### src/rtl/alu_controller.sv
// alu_controller: decodes the MIPS opcode/func fields into a 4-bit ALU operation
// code and flags encodings outside the supported instruction subset.
// With REGISTER_OUTPUT=1 the decode is registered (one cycle of latency) and
// reset forces NOP; with REGISTER_OUTPUT=0 the outputs follow the inputs directly.
module alu_controller #(
  parameter int unsigned REGISTER_OUTPUT = 1
) (
  output logic [3:0] alu_operation,
  input  logic [5:0] opcode,
  input  logic [5:0] func,
  input  logic       clk,
  input  logic       reset,
  output logic       illegal
);

  typedef enum logic [3:0] {
    OP_ADD    = 4'h0,
    OP_SUB    = 4'h1,
    OP_AND    = 4'h2,
    OP_OR     = 4'h3,
    OP_XOR    = 4'h4,
    OP_NOR    = 4'h5,
    OP_SLT    = 4'h6,
    OP_SLTU   = 4'h7,
    OP_SLL    = 4'h8,
    OP_SRL    = 4'h9,
    OP_SRA    = 4'hA,
    OP_LUI    = 4'hB,
    OP_MUL    = 4'hC,
    OP_DIV    = 4'hD,
    OP_PASS_B = 4'hE,
    OP_NOP    = 4'hF
  } alu_op_t;

  alu_op_t dec_op;
  logic    dec_illegal;

  // Decode (opcode, func) into an ALU operation; anything unrecognised, including
  // X on the inputs, falls into a default branch that drives NOP and illegal.
  always_comb begin
    dec_op      = OP_NOP;
    dec_illegal = 1'b1;
    case (opcode)
      6'b000000: begin
        dec_illegal = 1'b0;
        case (func)
          6'b100000, 6'b100001: dec_op = OP_ADD;
          6'b100010, 6'b100011: dec_op = OP_SUB;
          6'b100100:            dec_op = OP_AND;
          6'b100101:            dec_op = OP_OR;
          6'b100110:            dec_op = OP_XOR;
          6'b100111:            dec_op = OP_NOR;
          6'b101010:            dec_op = OP_SLT;
          6'b101011:            dec_op = OP_SLTU;
          6'b000000, 6'b000100: dec_op = OP_SLL;
          6'b000010, 6'b000110: dec_op = OP_SRL;
          6'b000011, 6'b000111: dec_op = OP_SRA;
          6'b011000, 6'b011001: dec_op = OP_MUL;
          6'b011010, 6'b011011: dec_op = OP_DIV;
          6'b001000:            dec_op = OP_ADD;
          6'b001100:            dec_op = OP_NOP;
          default: begin
            dec_op      = OP_NOP;
            dec_illegal = 1'b1;
          end
        endcase
      end
      6'b001000, 6'b001001: begin
        dec_op      = OP_ADD;
        dec_illegal = 1'b0;
      end
      6'b001010: begin
        dec_op      = OP_SLT;
        dec_illegal = 1'b0;
      end
      6'b001011: begin
        dec_op      = OP_SLTU;
        dec_illegal = 1'b0;
      end
      6'b001100: begin
        dec_op      = OP_AND;
        dec_illegal = 1'b0;
      end
      6'b001101: begin
        dec_op      = OP_OR;
        dec_illegal = 1'b0;
      end
      6'b001110: begin
        dec_op      = OP_XOR;
        dec_illegal = 1'b0;
      end
      6'b001111: begin
        dec_op      = OP_LUI;
        dec_illegal = 1'b0;
      end
      6'b100000, 6'b100011, 6'b101000, 6'b101011: begin
        dec_op      = OP_ADD;
        dec_illegal = 1'b0;
      end
      6'b000100, 6'b000101: begin
        dec_op      = OP_SUB;
        dec_illegal = 1'b0;
      end
      6'b000110, 6'b000111: begin
        dec_op      = OP_SLT;
        dec_illegal = 1'b0;
      end
      6'b000010, 6'b000011: begin
        dec_op      = OP_NOP;
        dec_illegal = 1'b0;
      end
      default: begin
        dec_op      = OP_NOP;
        dec_illegal = 1'b1;
      end
    endcase
  end

  generate
    if (REGISTER_OUTPUT != 0) begin : g_registered
      // Capture the decode every edge; reset forces a harmless NOP that is not illegal.
      always_ff @(posedge clk) begin
        if (reset) begin
          alu_operation <= OP_NOP;
          illegal       <= 1'b0;
        end else begin
          alu_operation <= dec_op;
          illegal       <= dec_illegal;
        end
      end
    end else begin : g_combinational
      assign alu_operation = dec_op;
      assign illegal       = dec_illegal;
    end
  endgenerate

endmodule

### config.mk
export PLATFORM = sky130hd
export DESIGN_NAME = alu_controller
export DESIGN_NICKNAME = d
export VERILOG_FILES = /design/src/rtl/alu_controller.sv
export SDC_FILE = /design/constraint.sdc
export NUM_CORES = 1
export LEC_CHECK = 0
export BUFFER_PORTS_ARGS = -buffer_cell sky130_fd_sc_hd__buf_2
export CORE_AREA = 8 8 45 47
export DETAILED_ROUTE_END_ITERATION = 16
export DIE_AREA = 0 0 53 55
export PLACE_DENSITY = 0.69
export SYNTH_ARGS = -nofsm -noshare
export SYNTH_HDL_FRONTEND = slang
export SYNTH_SLANG_ARGS = --single-unit
### constraint.sdc
create_clock -name clk -period 1.3 [get_ports clk]
set_clock_uncertainty 0.05 [all_clocks]
set_input_delay 0.065 -clock clk [delete_from_list [all_inputs] [get_ports clk]]
set_output_delay 0.065 -clock clk [all_outputs]
set_load 0.1 [all_outputs]
==> results of run 1 <==
## where the power goes
part / leakage, nW / switching [mW] / internal, mW / total (mW)
clock: 0.0150 / 0.0674 / 0.116 / 0.184
sequential: 0.0414 / 0.00187 / 0.163 / 0.165
combinational: 0.233 / 0.159 / 0.0772 / 0.236
## cell usage after synthesis, types with 2 or more instances
cell,n
o211ai_1,4
nand2_1,5
inv_1,3
clkbuf_1,2
nand2b_1,2
buf_6,2
nand3_1,2
dfxtp_1,5
or3_1,2
o221ai_1,2
and3_1,2
o21ai_0,4
a21oi_1,5
nor3_1,3
nor2_1,5
o21bai_1,2
## layout by cell type, fill, tap and decap left out, drive strengths merged
master / netlist / routed
a21o: 1 / 1
inv: 3 / 3
o311ai: 2 / 2
nor3: 4 / 4
nor2: 5 / 5
nand3: 2 / 2
nand4b: 1 / 1
dlygate4sd3: 0 / 1
o21a: 1 / 1
o221a: 1 / 1
buf: 4 / 24
mux2: 1 / 1
a211oi: 2 / 2
nand2: 6 / 6
o22ai: 1 / 1
a21boi: 1 / 1
o21bai: 2 / 2
nor4: 1 / 1
nand4: 1 / 1
a31oi: 1 / 1
o311a: 1 / 1
dfxtp: 5 / 5
o21ai: 4 / 4
clkbuf: 2 / 4
xor2: 1 / 1
nor2b: 1 / 1
and3: 3 / 3
a21oi: 5 / 5
nand2b: 2 / 2
o211ai: 4 / 4
o221ai: 2 / 2
a221o: 1 / 1
and2: 1 / 1
or3: 2 / 2
## per-stage QoR
stage | power, mW | worst slack (ps) | instances | utilization (%)
5_1_grt | 0.6296 | 136.8 | 113 | 51.09
6_report | 0.5841 | 194.5 | 113 | 51.09
3_5_place_dp | 0.3983 | 23.54 | 108 | 48.46
4_1_cts | 0.5864 | 215.0 | 113 | 51.09
2_1_floorplan | 0.3335 | 181.7 | 74 | -
3_3_place_gp | 0.3945 | 72.22 | 108 | 48.46
## metal layers
| metal | up-vias | GRT usage [%] |
|---|---|---|
| li1 | 332 | - |
| met1 | 311 | 13.22 |
| met2 | 23 | 21.09 |
| met3 | 2 | 2.674 |
| met4 | 0 | 6.466 |
| met5 | - | 0 |
## what timing repair did
item / 4_1_cts / 5_1_grt
endpoints found under the hold margin: 1 / 0
hold buffers: 1 / 0
setup buffers: 0 / 0
## kinds of logic after synthesis
logic type      Yosys count
compound gates           29
buf+inv                   9
flops                     5
mux                       1
simple gates             29
xor+xnor                  1
## layout make-up
class | instances | area (µm²) | share of cell area (%)
Multi-Input combinational cell | 60 | 404.1 | 57.17
Timing Repair Buffer | 25 | 145.1 | 20.53
Sequential cell | 5 | 100.1 | 14.16
Inverter | 3 | 11.26 | 1.593
Clock buffer | 4 | 26.28 | 3.717
Tap cell | 16 | 20.02 | 2.832
## worst paths after layout
kind / startpoint / endpoint / slack (ps) / cells past startpoint
max: reset / alu_operation[2]$_SDFF_PP1_ / 190 / 4
min: opcode[4] / alu_operation[3]$_SDFF_PP1_ / 60 / 3
## sequential cells by signal, indices dropped and copies added (netlist names)
name	cells
illegal	1
alu_operation	4
==> key figures, run 1 <==
Worst setup path
  – CP arrival: 1160 ps
  – Worst path bufs/invs: 2
  – Setup CP Type: input pin to flip-flop
  – Critical path's largest stage delay: 530 ps
  – CP Max Fanout: 3
  – CP Launch Type: input pin
  – CP top delay family: buffers and inverters
  – Endpoint class of the critical path: flip-flop
  – Worst-path cell chain: dlygate4sd3_1 > buf_2 > nor3_1 > o211ai_1
  – Worst path slowest cell: dlygate4sd3_1
  – Req. time, crit path: 1360 ps

Timing
  – Hold_ws: 58.49 ps
  – # setup viols final: 0
  – Final period util: 85.04%
  – Final-report hold violation count: 0
  – Fin. max-slew vios: 0
  – Setup TNS: 0 ps
  – RSZ-0062 raised after global routing: no
  – Slew at the pin with the worst max-slew slack: 492.3 ps
  – Fmax: 0.9045 GHz
  – Min cycle time layout: 1106 ps
  – Relative slew slack: 67.41%

Yosys
  – Post-synth ARST share: 0%
  – Synth Area in Simple Gates: 30.94%
  – Mapped Avg Cell Area: 7.541 µm²
  – Gate Count Post-Synth: 74
  – Most used DFF post-synth: dfxtp_1
  – Xor/xnor cell area share of the yosys netlist: 1.570%
  – Post-synth EDFFs: 0
  – Flops & latches, synth: 5
  – Synth Net Count: 88
  – Post-Synth Adder-Cell Area: 0%
  – Post-synth top area share: 17.94%
  – Mux contribution to synthesized area: 2.018%
  – Post-synthesis compound-gate area fraction: 37.89%
  – Largest family of logic cells by synthesized area: compound AO/OA/AOI/OAI gates
  – Area contributors post-synth: dfxtp_1 (18%), o211ai_1 (5.4%), a21oi_1 (4.5%)
  – Mapped Area: 558.0 µm²
  – Cell taking the most area after synthesis: dfxtp_1
  – Synth cell types: 40
  – Yosys warns: 0
  – Sequential element share of the synthesized area: 17.94%

Power
  – PD cells: 826.2 nW/µm²
  – Leakage: 0.2890 nW
  – Max VDD drop: 0.0002903 V

Layout
  – # nets final: 112
  – Ant. Diodes: 0
  – Layout cells sized above 1: 35.05%
  – Fin area: 706.9 µm²
  – Filler cells: 130
  – Synth-to-Final Area Change: 26.68%

Detailed routing
  – Top sig layer: met4
  – Routed vias: 668
  – Antenna viol nets, final: 0
  – DRC Markers: 0
  – Final wirelength: 1579 µm
  – Routed length on met1: 636 µm
  – Violation count after the first detailed-route iteration: 14
  – Per-cell routed wire length: 13.97 µm
  – Via density: 5.912
  – Met2 WL: 817 µm
  – DRT Pass-1 Iters: 4
  – Met3 wire length: 117 µm

GRT
  – Via count of the first global-routing pass: 614
  – Initial antenna violation count: 0
  – GRT Residual Overflow: 0
  – Global-route wire length before repair: 2642 µm
  – Gr usage total: 12.02%
  – Largest net degree at the start of global routing: 13

Min path
  – Min-Delay Path Class: input pin to flip-flop

Floorplanning
  – Die width: 53 µm
  – Die area: 2915 µm²
  – Die height: 55 µm
  – # rows: 14
  – Core Area: 1384 µm²
  – I/O pins: 19
  – Initial Util: 40.33%

Placement
  – Dpl cell area: 670.6 µm²
  – Post-DP HPWL: 1201 µm
  – GP Congestion: 0.9055
  – PortBufs: 18

CTS
  – CTS Sinks: 5
  – Root buf cell: clkbuf_4
  – CTS tree: done
  – Cts bufs inserted: 3
  – PostCTS Resize Cnt: 0
  – CTS clock-pin slew for the worst setup and hold paths: 50 ps
  – Max clock buf depth: 2
  – # H-tree levels: 1

Run status
  – Outcome: finished, final reports clean

Run
  – Max-cap violations: 0
Note: power is estimated with default switching activity, not from simulation.
==> run 2, diff against run 1 <==
clock period = 1.24 ns   (was 1.3 ns; I/O delays follow)
==> key figures, run 2 (synthesis gave the netlist of run 1 again) <==
Timing
  – Final-report hold violation count: 0 (unchanged)
  – RSZ-0062 raised after global routing: no
  – Fin. max-slew vios: 0 (unchanged)
  – Relative slew slack: 67.71% (+0.31 points)
  – # setup viols final: 0 (unchanged)
  – Min cycle time layout: 1087 ps
  – Slew at the pin with the worst max-slew slack: 487.6 ps (-4.654 ps)
  – Fmax: 0.9200 GHz
  – Final period util: 87.66%

GRT
  – Busiest grt layer: met2
  – GRT Residual Overflow: 0 (unchanged)
  – Largest net degree at the start of global routing: 11 (-2)
  – Met2 usage: 18.36% (-2.7 points)
  – Initial antenna violation count: 0 (unchanged)
  – Gr usage total: 10.66% (-1.4 points)
  – Via count of the first global-routing pass: 606 (-1.3%)
  – Met1 Resource Use GR: 11.85% (-1.4 points)
  – M3 GR Usage: 2.406% (-0.27 points)
  – Global-route wire length before repair: 2380 µm (-9.9%)

Layout
  – Reg with most FFs: alu_operation
  – Commonest non-fill, non-tap cell in the layout: buf_2
  – Ant. Diodes: 0 (unchanged)
  – Layout cells sized above 1: 35.71% (+0.66 points)
  – Fin area: 714.4 µm² (+1.1%)
  – Filler cells: 147 (+13%)
  – # nets final: 113 (+0.89%)
  – Sequential cell area: 100.1 µm² (unchanged)
  – Max reg flops: 4 (unchanged)
  – Most frequent cells in the layout: buf_2 (18), buf_4 (7)
  – Registers with the most flip-flops: alu_operation: 4 flops, illegal: 1 flops
  – Fin util: 51.63% (+0.54 points)
  – Area of the multi-input gates: 404.1 µm² (unchanged)
  – Synth-to-Final Area Change: 28.03%

CTS
  – Cts bufs inserted: 3 (unchanged)
  – # H-tree levels: 1 (unchanged)
  – Root buf cell: clkbuf_4
  – CTS clock-pin slew for the worst setup and hold paths: 40 ps (about the same)
  – CTS Sinks: 5 (unchanged)
  – CTS tree: done
  – Max clock buf depth: 2 (unchanged)

Min path
  – Hold Startpoint: opcode[4]
  – WHS Endpoint: alu_operation[3]$_SDFF_PP1_
  – Min-Delay Path Class: input pin to flip-flop
  – Hold depth: 3 (unchanged)

Floorplanning
  – Die width: 53 µm (unchanged)
  – # rows: 14 (unchanged)
  – Core Area: 1384 µm² (unchanged)
  – I/O pins: 19 (unchanged)
  – Die area: 2915 µm² (unchanged)
  – Die height: 55 µm (unchanged)
  – Initial Util: 40.33% (unchanged)

Placement
  – Dpl cell area: 678.2 µm² (+1.1%)
  – Post-DP HPWL: 1163 µm (-3.1%)
  – PortBufs: 18 (unchanged)
  – GP Congestion: 0.8863 (-2.1%)

Power
  – Leakage: 0.2938 nW (+1.7%)
  – Gate power share: 40.4% (about the same)
  – Total Power Consumption: 612.6 µW (+4.9%)
  – Sw power: 236.9 µW (+4.0%)
  – Clock Power Share: 31.5% (about the same)
  – Flop pwr share: 28.2% (about the same)
  – Int Pwr: 375.7 µW (+5.5%)
  – Sw frac: 38.67% (-0.33 points)
  – PD cells: 857.4 nW/µm² (+3.8%)
  – Max VDD drop: 0.0002415 V (-17%)

Detailed routing
  – Violation count after the first detailed-route iteration: 26 (+12)
  – Routed vias: 657 (-1.6%)
  – Final wirelength: 1460 µm (-7.5%)
  – Per-cell routed wire length: 12.81 µm (-8.3%)
  – Via density: 5.763 (-2.5%)
  – DRT Pass-1 Iters: 4 (unchanged)
  – DRC Markers: 0 (unchanged)
  – Antenna viol nets, final: 0 (unchanged)

Worst setup path
  – CP Launch Type: input pin
  – CP Max Fanout: 3 (unchanged)
  – Setup CP Type: input pin to flip-flop
  – Req. time, crit path: 1300 ps (-60 ps)
  – Endpoint class of the critical path: flip-flop
  – CP arrival: 1150 ps (about the same)

Run status
  – Outcome: finished, final reports clean

Run
  – Max-cap violations: 0 (unchanged)
==> run 2: cell count changes in the layout (fill, tap and decap cells not counted), sizes merged <==
| cell | before | now |
|---|---|---|
| buf | 24 | 25 |
==> run 2: worst max-delay path, cell delays in order <==
cell and delay [ps]:
dlygate4sd3_1 530, buf_2 140, nor3_1 270, o211ai_1 140
==> run 2: power groups by stage <==
stage / Sequential (mW) / Clock (mW) / Combinational (mW)
4_1_cts: 0.173 / 0.199 / 0.247
3_5_place_dp: 0.176 / 0 / 0.244
6_report: 0.173 / 0.193 / 0.247
2_1_floorplan: 0.245 / 0 / 0.105
3_3_place_gp: 0.176 / 0 / 0.240
5_1_grt: 0.174 / 0.203 / 0.267
==> run 2: what timing repair did <==
item | CTS | global route
resized for setup | 0 | 0
endpoints found under the hold margin | 1 | 0
setup buffers | 0 | 0
hold buffers | 1 | 0
==> run 2: layout make-up <==
type	instances	area share, %
multi-input cells	60	56.57
repair buffers	26	21.37
flip-flops and latches	5	14.01
clock buffers	4	3.678
well taps	16	2.802
inverters	3	1.576
==> run 2: worst max-delay path by stage <==
stage | startpoint | to | slack [ps]
final | reset | alu_operation[0]$_SDFF_PP1_ | 150
after global routing | reset | alu_operation[0]$_SDFF_PP1_ | 80
after CTS | reset | alu_operation[0]$_SDFF_PP1_ | 150
after detailed placement | opcode[2] | alu_operation[1]$_SDFF_PP1_ | -10
after global placement | opcode[2] | alu_operation[1]$_SDFF_PP1_ | 20
after floorplan | func[1] | alu_operation[0]$_SDFF_PP1_ | 120
==> run 2: stage by stage <==
stage               hold slack [ps]  setup WS, ps  cells  TNS [ps]
detailed placement            242.7        -13.98    109    -13.98
finish                        41.88         153.1    114         0
floorplan                     84.99         124.7     74         0
global route                  61.83         80.91    114         0
CTS                           34.57         150.7    114         0
global placement              241.1         18.85    109         0
==> run 2: routing by layer <==
metal  part of all wire [%]  wire length, µm
met5                      0                0
met4                    1.6               24
met3                    8.7              127
met2                     48              697
met1                     42              610
